<file path="config.mk">
export PLATFORM = sky130hd
export DESIGN_NAME = lane_frame_sync_ctrl
export DESIGN_NICKNAME = d
export VERILOG_FILES = /design/src/rtl/lane_frame_sync_ctrl.sv
export SDC_FILE = /design/constraint.sdc
export NUM_CORES = 1
export LEC_CHECK = 0
export CAP_MARGIN = 20
export CORE_ASPECT_RATIO = 2
export CORE_MARGIN = 1.5
export CORE_UTILIZATION = 41
export CTS_BUF_LIST = sky130_fd_sc_hd__clkbuf_16
export CTS_CLUSTER_SIZE = 16
export DETAILED_ROUTE_END_ITERATION = 10
export PLACE_DENSITY = 0.88
export SETUP_SLACK_MARGIN = 0.3
export SLEW_MARGIN = 10
export SYNTH_ARGS = -nofsm -noshare
export SYNTH_HDL_FRONTEND = slang
export SYNTH_SLANG_ARGS = --single-unit
</file>
<file path="constraint.sdc">
create_clock -name USER_CLK -period 1.9 [get_ports USER_CLK]
set_input_delay 0.285 -clock USER_CLK [delete_from_list [all_inputs] [get_ports USER_CLK]]
set_output_delay 0.285 -clock USER_CLK [all_outputs]
set_load 0.05 [all_outputs]
</file>
<file path="src/rtl/lane_frame_sync_ctrl.sv">
// Per-lane framing controller: drives decoder resync, hunts metaframe sync.
// Optional statistics counters are built when LANE_SYNC_STATS_EN is defined.
module lane_frame_sync_ctrl #(
  parameter int META_LEN         = 2048,
  parameter int LOCK_WORDS       = 4,
  parameter int MISS_LIMIT       = 3,
  parameter int WORDLOCK_TIMEOUT = 65535,
  parameter int RESYNC_HOLD      = 4
) (
  input  logic        USER_CLK,
  input  logic        SYSTEM_RESET_N,
  input  logic        ENABLE,
  input  logic        DEC_LOCKED,
  input  logic        DEC_VALID,
  input  logic [1:0]  DEC_HEADER,
  input  logic [63:0] DEC_DATA,
  output logic        DEC_PASSTHROUGH,
  output logic        FRAME_LOCKED,
  output logic        SYNC_WORD,
  output logic [12:0] WORD_POS,
  output logic [1:0]  STATE,
  output logic [7:0]  RESYNC_COUNT,
  output logic [7:0]  MISS_COUNT
);

  typedef enum logic [1:0] {
    RESYNC     = 2'd0,
    WORD_HUNT  = 2'd1,
    FRAME_HUNT = 2'd2,
    FRAMED     = 2'd3
  } state_e;

  localparam logic [12:0] POS_LAST  = 13'(META_LEN - 1);
  localparam logic [3:0]  HOLD_LAST = 4'(RESYNC_HOLD - 1);
  localparam logic [3:0]  GOOD_LOCK = 4'(LOCK_WORDS);
  localparam logic [3:0]  MISS_MAX  = 4'(MISS_LIMIT);
  localparam logic [15:0] TO_MAX    = 16'(WORDLOCK_TIMEOUT);

  state_e      st_q, st_d;
  logic [3:0]  hold_q, hold_d;
  logic [15:0] to_q, to_d;
  logic [12:0] pos_q, pos_d;
  logic [3:0]  good_q, good_d;
  logic [3:0]  miss_q, miss_d;
  logic        sync_q, sync_d;
  logic        pt_q, fl_q;
  logic        miss_ev;
  logic        is_sync;
  logic        at_wrap;
  logic        unused_data;

  assign is_sync = DEC_VALID && (DEC_HEADER == 2'b10)
                && (DEC_DATA[63:58] == 6'b011110);
  assign at_wrap = (pos_q == POS_LAST);
  assign unused_data = ^DEC_DATA[57:0];

  // Next-state and counter updates; ENABLE low overrides everything.
  always_comb begin
    st_d    = st_q;
    hold_d  = hold_q;
    to_d    = to_q;
    pos_d   = pos_q;
    good_d  = good_q;
    miss_d  = miss_q;
    sync_d  = 1'b0;
    miss_ev = 1'b0;
    if (!ENABLE) begin
      st_d   = RESYNC;
      hold_d = '0;
      to_d   = '0;
      pos_d  = '0;
      good_d = '0;
      miss_d = '0;
    end else begin
      unique case (st_q)
        RESYNC: begin
          if (hold_q == HOLD_LAST) begin
            st_d   = WORD_HUNT;
            hold_d = '0;
            to_d   = '0;
          end else begin
            hold_d = hold_q + 4'd1;
          end
        end
        WORD_HUNT: begin
          if (DEC_LOCKED) begin
            st_d   = FRAME_HUNT;
            to_d   = '0;
            pos_d  = '0;
            good_d = '0;
          end else if (to_q == TO_MAX) begin
            st_d   = RESYNC;
            hold_d = '0;
            to_d   = '0;
          end else begin
            to_d = to_q + 16'd1;
          end
        end
        FRAME_HUNT: begin
          if (!DEC_LOCKED) begin
            st_d   = WORD_HUNT;
            to_d   = '0;
            pos_d  = '0;
            good_d = '0;
            miss_d = '0;
          end else if (DEC_VALID) begin
            if (good_q == 4'd0) begin
              pos_d = '0;
              if (is_sync) good_d = 4'd1;
            end else if (at_wrap) begin
              pos_d = '0;
              if (is_sync) begin
                good_d = good_q + 4'd1;
                if (good_q + 4'd1 == GOOD_LOCK) begin
                  st_d   = FRAMED;
                  good_d = '0;
                  miss_d = '0;
                end
              end else begin
                good_d = '0;
              end
            end else if (is_sync) begin
              pos_d  = '0;
              good_d = 4'd1;
            end else begin
              pos_d = pos_q + 13'd1;
            end
          end
        end
        FRAMED: begin
          if (!DEC_LOCKED) begin
            st_d   = WORD_HUNT;
            to_d   = '0;
            pos_d  = '0;
            good_d = '0;
            miss_d = '0;
          end else if (DEC_VALID) begin
            if (at_wrap) begin
              pos_d = '0;
              if (is_sync) begin
                miss_d = '0;
                sync_d = 1'b1;
              end else begin
                miss_d  = miss_q + 4'd1;
                miss_ev = 1'b1;
                if (miss_q + 4'd1 == MISS_MAX) begin
                  st_d   = RESYNC;
                  hold_d = '0;
                  miss_d = '0;
                end
              end
            end else begin
              pos_d = pos_q + 13'd1;
            end
          end
        end
      endcase
    end
  end

  // State, counters and registered outputs.
  always_ff @(posedge USER_CLK or negedge SYSTEM_RESET_N) begin
    if (!SYSTEM_RESET_N) begin
      st_q   <= RESYNC;
      hold_q <= '0;
      to_q   <= '0;
      pos_q  <= '0;
      good_q <= '0;
      miss_q <= '0;
      sync_q <= 1'b0;
      pt_q   <= 1'b1;
      fl_q   <= 1'b0;
    end else begin
      st_q   <= st_d;
      hold_q <= hold_d;
      to_q   <= to_d;
      pos_q  <= pos_d;
      good_q <= good_d;
      miss_q <= miss_d;
      sync_q <= sync_d;
      pt_q   <= (st_d == RESYNC);
      fl_q   <= (st_d == FRAMED);
    end
  end

  assign STATE           = st_q;
  assign DEC_PASSTHROUGH = pt_q;
  assign FRAME_LOCKED    = fl_q;
  assign SYNC_WORD       = sync_q;
  assign WORD_POS        = pos_q;

`ifdef LANE_SYNC_STATS_EN
  logic [7:0] rcnt_q;
  logic [7:0] mcnt_q;

  // Saturating resync-entry and missed-sync counters.
  always_ff @(posedge USER_CLK or negedge SYSTEM_RESET_N) begin
    if (!SYSTEM_RESET_N) begin
      rcnt_q <= '0;
      mcnt_q <= '0;
    end else begin
      if (st_d == RESYNC && st_q != RESYNC && rcnt_q != 8'hFF)
        rcnt_q <= rcnt_q + 8'd1;
      if (miss_ev && mcnt_q != 8'hFF)
        mcnt_q <= mcnt_q + 8'd1;
    end
  end

  assign RESYNC_COUNT = rcnt_q;
  assign MISS_COUNT   = mcnt_q;
`else
  logic unused_stats;
  assign unused_stats = miss_ev;
  assign RESYNC_COUNT = '0;
  assign MISS_COUNT   = '0;
`endif

endmodule

</file>
==> results.md, run 1 <==
- Outcome: finished with violations
- Failing checks: setup timing
- Leading area contributor after synthesis: dfrtp_1
- Worst-path clk slew: 0.08 ns
- Synth Area in Compound Gates: 18.2%
- Fillers: 410
- Final WS setup: -0.200 ns
- Main combinational cell family by area after synthesis: simple AND/OR/NAND/NOR gates
- Util after Layout: 73.8%
- Die width: 62.9 µm
- Clock sink count: 46
- GRT Overall Usage: 27.2%
- Async SR Flop Fraction: 100%
- Crit Path Category: flip-flop to flip-flop
- Port bufs: 30
- GRT overflow: 0
- MaxCap Viol Count: 0
- CP endpoint kind: flip-flop
- Placed instance count: 535
- Post-synth EDFFs: 0
- Syn avg cell area: 8.53 µm²
- Clk buf depth: 2
- CTS tree: built
- RR Endpoint: FRAME_LOCKED
- Data arrival, critical path: 2.29 ns
- Final Hold Fails: 0
- Clock Latency Late Sink: 0.31 ns
- Post-DP HPWL: 5970 µm
- Hold WC Path Type: input pin to asynchronous set/reset pin
- Synth area leaders: dfrtp_1 (38%), o21ai_0 (6.1%), ha_1 (4.7%)
- Vias per Instance: 6.09
- First-pass GRT wire length: 16,600 µm
- Total power: 3.81 mW
- Reg2reg setup slack: -0.20 ns
- Yosys cell types: 51
- Ys flop type: dfrtp_1
- Simple-gate share of the synthesized area: 28.0%
- Initial drt markers: 250
- Post-DP Area: 3980 µm²
- Max Clock Freq: 0.476 GHz
- Clk root buf: clkbuf_16
- Final min period: 2.10 ns
- Final worst path period share: 111%
- CP Launch Type: flip-flop
- Total Neg Setup Slack: -2.55 ns
- Share of layout cells above drive strength 1: 55.9%
- FF-to-FF Start: WORD_POS[11]
- Yosys top cell area share: 38.2%
- Layout Cells excl Fill: 580
- Post-synthesis xor/xnor area fraction: 2.08%
- N_diodes: 0
- IO Pins: 105
- Pre-CTS setup slack: -0.331 ns
- Sequential-to-total area share from yosys stat: 39.1%
- Final instance area: 5120 µm²
- CP max stage cell: dfrtp_1
- Antenna violations before repair: 0
- Storage cell area: 1170 µm²
- Synth Register Bits: 46
- Die Area: 7730 µm²
- Pre-antenna DRT Iters: 5
- Slew @ Worst Pin: 0.607 ns
- Placer congestion estimate: 0.882
- Crit-path max cell delay: 0.40 ns
- Rel. slew slack: 59.6%
- CP Cell Sequence: nor3b_2, nand4_1, o31ai_2, buf_4, nand2_2, a41o_1, and2_1
- Vias in the first global route: 3,552
- Initial Util: 42.4%
- Hold_ws: 0.0705 ns
- Crit Path Max Fanout: 3
- Total Nets Final: 571
- Layout Skew: 0.0142 ns
- Area of the multi-input gates: 2390 µm²
- Cells after Synth: 345
- Synth warn: 0
- Wire per inst: 20.5 µm
- Layout area overhead: 73.9%
- Fin. max-slew vios: 0
- FF-to-FF path depth: 7
- Maximum vdd drop: 0.626 mV
- Die Height: 123 µm
- Synth Cell Area: 2940 µm²
- Number of vias in the routed layout: 3,533
- Mux cell area share after synthesis: 0.340%
- CTS HTree Levels: 2
- Drt drc: 0
- Row count: 43
- Cts hold-fix bufs: 0
- RSZ-0062 raised after global routing: true
- Setup violations, final: 37
- CTS Buf Count: 5
- Routed Antenna Nets: 0
- Core area: 6940 µm²
- Final wirelength: 11,900 µm
- Largest net degree at the start of global routing: 47
- Pwr/cell area: 745 nW/µm²
- Synthesized-area fraction occupied by adder cells: 4.67%
- Leakage: 2.21 nW
- Worst Path Required: 2.09 ns
report_power, final:
group	total [mW]	switching, mW	internal, mW	leakage [nW]
clock	1.08	0.449	0.632	0.0848
sequential	1.09	0.0505	1.03	0.612
combinational	1.65	0.919	0.729	1.51
total	3.81	1.42	2.40	2.21
synth_stat cells (6+ instances only):
library cell and instances:
o21ai_0 36, dfrtp_1 45, nor2_1 31, nor2b_1 7, a21oi_1 7, ha_1 11
o21ai_1 10, clkbuf_1 6, nand2b_1 7, nand2_1 32, nor3_1 9, o31ai_1 12
nand4_1 12, inv_1 14, buf_4 17, a31oi_1 6, and3_1 7, nand3_1 13
placed cells by master (no fill, tap or decap), types with 5 or more instances in the layout:
| cell type | count |
|---|---|
| and3_1 | 5 |
| buf_4 | 96 |
| buf_6 | 24 |
| clkbuf_16 | 5 |
| clkbuf_2 | 9 |
| clkdlybuf4s50_1 | 10 |
| conb_1 | 16 |
| dfrtp_1 | 30 |
| dfrtp_2 | 15 |
| ha_4 | 9 |
| inv_1 | 8 |
| nand2_1 | 27 |
| nand2b_1 | 6 |
| nand3_1 | 11 |
| nand4_1 | 12 |
| nor2_1 | 19 |
| nor2_2 | 6 |
| nor2_4 | 6 |
| o21ai_0 | 5 |
| o21ai_1 | 21 |
| o21ai_2 | 16 |
| o31ai_4 | 5 |
| xnor2_1 | 5 |
sequential cells by signal, indices dropped and copies added, names as in the netlist:
name	count
to_q	16
WORD_POS	13
good_q	4
hold_q	4
miss_q	4
STATE	2
DEC_PASSTHROUGH	1
FRAME_LOCKED	1
SYNC_WORD	1
worst max-delay path: cells and delay by family, from the launching register on:
family,cells,cell delay [ns]
simple gates,4,0.82
compound gates,2,0.56
flops,1,0.40
buf+inv,1,0.19
worst max-delay path by stage:
stage,start,end,slack [ns],depth (start not counted)
after floorplan,to_q[0],FRAME_LOCKED,-0.12,8
after global placement,DEC_VALID,FRAME_LOCKED,-0.33,8
after detailed placement,DEC_VALID,FRAME_LOCKED,-0.33,8
after CTS,to_q[1],FRAME_LOCKED,-0.04,7
after global routing,to_q[1],to_q[9],-0.22,8
final,WORD_POS[11],FRAME_LOCKED,-0.20,7
per-layer routing:
metal	track usage (%)	vias up	routed length (µm)
met5	0	-	0
met4	16.8	0	826
met3	5.04	71	702
met2	52.5	209	6520
met1	25.9	1743	3830
li1	-	1510	-
cell type report:
class | count | area share, %
inverters | 14 | 1.12
multi-input cells | 275 | 46.7
clock inverters | 3 | 0.929
repair buffers | 147 | 23.7
flip-flops and latches | 46 | 22.9
well taps | 90 | 2.20
clock buffers | 5 | 2.44
repair_timing:
item,CTS,global route
buffers inserted,23,14
gates resized for setup,132,88
pin swaps,27,40
setup endpoints to repair,59,55
cells by family after synthesis:
logic type | Yosys count
AO/OA/AOI/OAI | 88
AND/OR/NAND/NOR | 152
XOR/XNOR | 7
buffers and inverters | 39
other | 1
adder cells (fa/ha/maj) | 11
multiplexers | 1
flip-flops | 46
Note: power is estimated with default switching activity, not from simulation.
==> inputs of run 2 (changes only) <==
--- a/config.mk
+++ b/config.mk
@@ -8,11 +8,11 @@
 export CAP_MARGIN = 20
 export CORE_ASPECT_RATIO = 2
 export CORE_MARGIN = 1.5
-export CORE_UTILIZATION = 41
+export CORE_UTILIZATION = 45
 export CTS_BUF_LIST = sky130_fd_sc_hd__clkbuf_16
 export CTS_CLUSTER_SIZE = 16
 export DETAILED_ROUTE_END_ITERATION = 10
-export PLACE_DENSITY = 0.88
+export PLACE_DENSITY = 0.91
 export SETUP_SLACK_MARGIN = 0.3
 export SLEW_MARGIN = 10
 export SYNTH_ARGS = -nofsm -noshare
==> constraint.sdc (replaced) <==
create_clock -name USER_CLK -period 2.24 [get_ports USER_CLK]
set_input_delay 0.336 -clock USER_CLK [delete_from_list [all_inputs] [get_ports USER_CLK]]
set_output_delay 0.336 -clock USER_CLK [all_outputs]
set_load 0.05 [all_outputs]
==> run 2 against run 1 <==
Net effect: the flow now finishes without violations; clock-buffer cell count did not move; cell count fell by 12%; combinational power fell by 35%; critical path type unchanged; critical endpoint is now to_q[13]; largest cell class unchanged.
==> results.md, run 2 (same netlist as run 1, synthesis figures left out) <==
- Drt drc: 0
- Crit-path max cell delay: 0.60 ns
- Routed Antenna Nets: 0
- Total Neg Setup Slack: 0 ns
- Die Area: 7070 µm²
- Max FFs per register: 16
- Final wirelength: 8980 µm
- Clk buf depth: 2
- Core area: 6310 µm²
- Pre-antenna DRT Iters: 6
- Pre-CTS setup slack: -0.0180 ns
- Cts hold-fix bufs: 0
- Total Nets Final: 506
- Total power: 2.73 mW
- CTS Buf Count: 5
- Die width: 60.2 µm
- Worst Path Buf+Inv: 1
- Final Hold Fails: 0
- Most common cell after layout, fill and taps aside: buf_4
- N_diodes: 0
- Post-DP HPWL: 5230 µm
- Outcome: finished clean
- Worst-path clk slew: 0.06 ns
- Fin. max-slew vios: 0
- Vias in the first global route: 2,855
- IO Pins: 105
- Final worst path period share: 94.0%
- Slew @ Worst Pin: 0.763 ns
- CP Cell Sequence: nand3_2, or4_4, o21bai_4, buf_4, nor2b_1, o21ai_1, o31ai_1
- Max Clock Freq: 0.475 GHz
- CP max stage cell: or4_4
- Placer congestion estimate: 0.887
- GRT Overall Usage: 23.0%
- Port bufs: 30
- Row count: 41
- Initial Util: 46.7%
- Number of vias in the routed layout: 3,079
- Most frequent cells in the layout: buf_4 (44), dfrtp_1 (30), nand2_1 (30)
- Layout Skew: 0.00631 ns
- Clk root buf: clkbuf_16
- Setup violations, final: 0
- RSZ-0062 raised after global routing: true
- Crit Path Max Fanout: 6
- Clock Latency Late Sink: 0.30 ns
- Die Height: 117 µm
- Share of layout cells above drive strength 1: 32.0%
- Leakage: 1.79 nW
- Area of the multi-input gates: 2010 µm²
- Crit Path Category: flip-flop to flip-flop
- CP endpoint kind: flip-flop
- Worst Path Required: 2.42 ns
- Final WS setup: 0.134 ns
- First-pass GRT wire length: 12,600 µm
- Pwr/cell area: 644 nW/µm²
- CTS tree: built
- Initial drt markers: 148
- Maximum vdd drop: 0.553 mV
- Storage cell area: 1170 µm²
- Data arrival, critical path: 2.29 ns
- CTS HTree Levels: 2
- Wire per inst: 17.6 µm
- MaxCap Viol Count: 0
- Worst path top cell family by delay: simple AND/OR/NAND/NOR gates
- Clock sink count: 46
- CP Launch Type: flip-flop
- Layout area overhead: 44.0%
- GRT overflow: 0
- Hold WC Path Type: input pin to asynchronous set/reset pin
- Rel. slew slack: 49.1%
- Fillers: 446
- Final min period: 2.11 ns
- Vias per Instance: 6.03
- Antenna violations before repair: 0
- Largest net degree at the start of global routing: 34
- Biggest register: to_q
[run 2: cell types whose count changed in the layout (fill, tap and decap cells not counted), moves of 5 or more]
| cell | delta |
|---|---|
| buf_4 | -52 |
| buf_6 | -19 |
| clkbuf_2 | -9 |
| clkdlybuf4s50_1 | +13 |
| dlymetal6s2s_1 | +5 |
| nor2_1 | +9 |
| nor2_2 | -6 |
| o21ai_0 | +6 |
| o21ai_1 | +8 |
| o21ai_2 | -11 |
| o31ai_1 | +6 |
[run 2: final timing paths]
kind / slack (ns) / end / start / cells past startpoint
max: 0.13 / to_q[13] / to_q[3] / 7
min reg2reg: 0.50 / to_q[8] / to_q[8] / 1
max reg2reg: 0.13 / to_q[13] / to_q[3] / 7
max in group asynchronous: 1.44 / WORD_POS[8] / SYSTEM_RESET_N / 2
min: 0.11 / to_q[11] / SYSTEM_RESET_N / 1
min in group USER_CLK: 0.50 / to_q[8] / to_q[8] / 1
[run 2: routing by layer]
metal | global-route usage (%) | up-vias | wire length (µm)
li1 | - | 1377 | -
met1 | 25.3 | 1498 | 3220
met2 | 39.3 | 168 | 4830
met3 | 5.29 | 36 | 511
met4 | 11.7 | 0 | 424
met5 | 0 | - | 0
[run 2: area by class of cell]
type / instances / area share (%)
multi-input combinational: 275 / 47.4
clock buffer: 5 / 2.95
tap: 86 / 2.54
clock inverter: 3 / 0.295
inverter: 14 / 1.42
sequential: 46 / 27.6
timing repair buffer: 82 / 17.8
[run 2: repair_timing]
item / in CTS / in global routing
gates resized for setup: 20 / 71
setup buffers: 8 / 19
pin swaps: 6 / 25
endpoints found under the setup margin: 33 / 47
[run 2: worst reg2reg max path, stage by stage, from the launching register on]
cell,delay (ns)
dfrtp_1,0.44
nand3_2,0.16
or4_4,0.60
o21bai_4,0.32
buf_4,0.17
nor2b_1,0.04
o21ai_1,0.15
o31ai_1,0.10
[run 2: report_power, final]
| part | switching (mW) | leakage, nW | internal (mW) |
|---|---|---|---|
| clock network | 0.325 | 0.0724 | 0.404 |
| registers | 0.0491 | 0.612 | 0.879 |
| logic | 0.638 | 1.11 | 0.434 |
| total | 1.01 | 1.79 | 1.72 |
[run 2: metrics by stage]
step	instance area, µm²	utilization [%]	cells	hold slack (ns)
6_report	4240	67.2	511	0.106
5_1_grt	4240	67.2	511	0.162
4_1_cts	3840	60.9	492	0.127
3_5_place_dp	3550	56.2	476	0.444
3_3_place_gp	3550	56.2	476	0.441
2_1_floorplan	3140	-	360	0.0404
==> inputs of run 3 (changes only) <==
--- a/config.mk
+++ b/config.mk
@@ -13,6 +13,8 @@
 export CTS_CLUSTER_SIZE = 16
 export DETAILED_ROUTE_END_ITERATION = 10
 export PLACE_DENSITY = 0.91
+export RECOVER_POWER = 50
+export REMOVE_ABC_BUFFERS = 1
 export SETUP_SLACK_MARGIN = 0.3
 export SLEW_MARGIN = 10
 export SYNTH_ARGS = -nofsm -noshare
==> run 3 against run 2 <==
Net effect: via count shrank 0.91%; core utilization shrank 1.4 points; clock-buffer cell count is the same; critical endpoint is now FRAME_LOCKED; die area is the same; global-route usage grew 0.31 points; critical path depth is the same; clock power shrank 2%; non-clock buffer count grew 7.
==> results.md, run 3 (same netlist as run 1, synthesis figures left out) <==
- Routed Antenna Nets: 0
- CP Cell Sequence: ha_2, nand2_2, or4_4, nor4_4, nor4_1, a41o_1, and2_1
- Share of layout cells above drive strength 1: 31.5%
- Final min period: 2.06 ns
- Port bufs: 30
- Highest Signal Layer: met4
- Worst-path clk slew: 0.06 ns
- Final Hold Fails: 0
- Rel. slew slack: 24.5%
- Maximum vdd drop: 0.548 mV
- Biggest register: to_q
- Pre-antenna DRT Iters: 5
- MaxCap Viol Count: 0
- Metal-1 WL: 3220 µm
- CP max stage cell: or4_4
- Placed instance count: 487
- CTS HTree Levels: 2
- FF-to-FF path depth: 7
- Max Clock Freq: 0.485 GHz
- Leakage: 1.75 nW
- Drt drc: 0
- Total Nets Final: 513
- CTS Buf Count: 5
- Total power: 2.65 mW
- Largest net degree at the start of global routing: 47
- Clock sink count: 46
- Die width: 60.2 µm
- FF-to-FF Start: to_q[0]
- Antenna violations before repair: 0
- Layout area overhead: 41.0%
- Initial Util: 46.7%
- Layout Cells excl Fill: 518
- Layout Skew: 0.00633 ns
- Crit Path Category: flip-flop to flip-flop
- Crit-path max cell delay: 0.55 ns
- Util after Layout: 65.8%
- CP Launch Type: flip-flop
- Die Area: 7070 µm²
- Reg2reg setup slack: 0.18 ns
- Wire per inst: 17.2 µm
- Max FFs per register: 16
- Metal2 WL: 4840 µm
- GRT overflow: 0
- CTS tree: built
- Clock Latency Late Sink: 0.29 ns
- Initial drt markers: 173
- Setup violations, final: 0
- CP endpoint kind: flip-flop
- Vias in the first global route: 2,838
- Vias per Instance: 5.89
- RSZ-0062 raised after global routing: true
- Fin. max-slew vios: 0
- IO Pins: 105
- First-pass GRT wire length: 12,900 µm
- Cts hold-fix bufs: 0
- Data arrival, critical path: 2.24 ns
- Die Height: 117 µm
- Outcome: finished clean
- Placer congestion estimate: 0.890
- Most frequent cells in the layout: buf_4 (54), dfrtp_1 (42), nand2_1 (31)
- Core area: 6310 µm²
- Total Neg Setup Slack: 0 ns
- Met3 Wirelength: 595 µm
- Most common cell after layout, fill and taps aside: buf_4
- Slew @ Worst Pin: 1.13 ns
- Final wirelength: 8910 µm
- Crit Path Max Fanout: 5
- Pwr/cell area: 639 nW/µm²
- Worst Path Required: 2.42 ns
- Clk root buf: clkbuf_16
- RR Endpoint: FRAME_LOCKED
- Row count: 41
- Post-DP HPWL: 5170 µm
- Final worst path period share: 92.0%
- Clk buf depth: 2
- N_diodes: 0
- Number of vias in the routed layout: 3,051
- GRT Overall Usage: 23.3%
- Hold WC Path Type: input pin to asynchronous set/reset pin
[run 3: cell type report]
type	count	area, µm²
Fill cell	430	2160
Multi-Input combinational cell	275	1990
Sequential cell	46	1160
Timing Repair Buffer	89	702
Clock buffer	5	125
Tap cell	86	108
Inverter	14	57.6
Clock inverter	3	12.5
[run 3: worst max-delay path by stage]
| stage | start | to | slack (ns) | depth (start not counted) |
|---|---|---|---|---|
| 2_1_floorplan | STATE[0] | to_q[6] | -0.09 | 7 |
| 3_5_place_dp | DEC_LOCKED | good_q[3] | -0.12 | 7 |
| 6_report | to_q[0] | FRAME_LOCKED | 0.18 | 7 |
| 3_3_place_gp | DEC_LOCKED | good_q[2] | -0.05 | 6 |
| 5_1_grt | to_q[0] | FRAME_LOCKED | 0.13 | 7 |
| 4_1_cts | to_q[1] | FRAME_LOCKED | 0.24 | 7 |
[run 3: power breakdown]
part / total, mW / internal [mW] / leakage (nW) / switching, mW
clock network: 0.716 / 0.404 / 0.0724 / 0.312
registers: 0.925 / 0.879 / 0.632 / 0.0460
logic: 1.01 / 0.384 / 1.04 / 0.627
total: 2.65 / 1.67 / 1.75 / 0.986
[run 3: stage by stage]
step                hold WS, ns  setup slack, ns  cell area [µm²]
floorplan                0.0404          -0.0925             2830
global placement          0.456          -0.0533             3510
detailed placement        0.456           -0.118             3510
CTS                       0.140            0.238             3850
global route              0.450            0.125             4150
finish                    0.335            0.180             4150
[run 3: routing by layer]
layer  vias up  GRT usage [%]
li1       1395              -
met1      1474           26.3
met2       160           40.2
met3        22           4.63
met4         0           10.6
met5         -              0
[run 3: worst max-delay path, delay by kind of cell, from the launching register on]
| family | cells | cell delay (ns) |
|---|---|---|
| flip-flops | 1 | 0.36 |
| AND/OR/NAND/NOR | 5 | 1.14 |
| AO/OA/AOI/OAI | 1 | 0.25 |
| adder cells (fa/ha/maj) | 1 | 0.20 |
[run 3: repair_timing]
| item | CTS | global route |
|---|---|---|
| resized for setup | 38 | 77 |
| setup buffers | 11 | 12 |
| endpoints found under the setup margin | 46 | 51 |
| endpoints found under the hold margin | 0 | 0 |
| pin swaps | 4 | 28 |
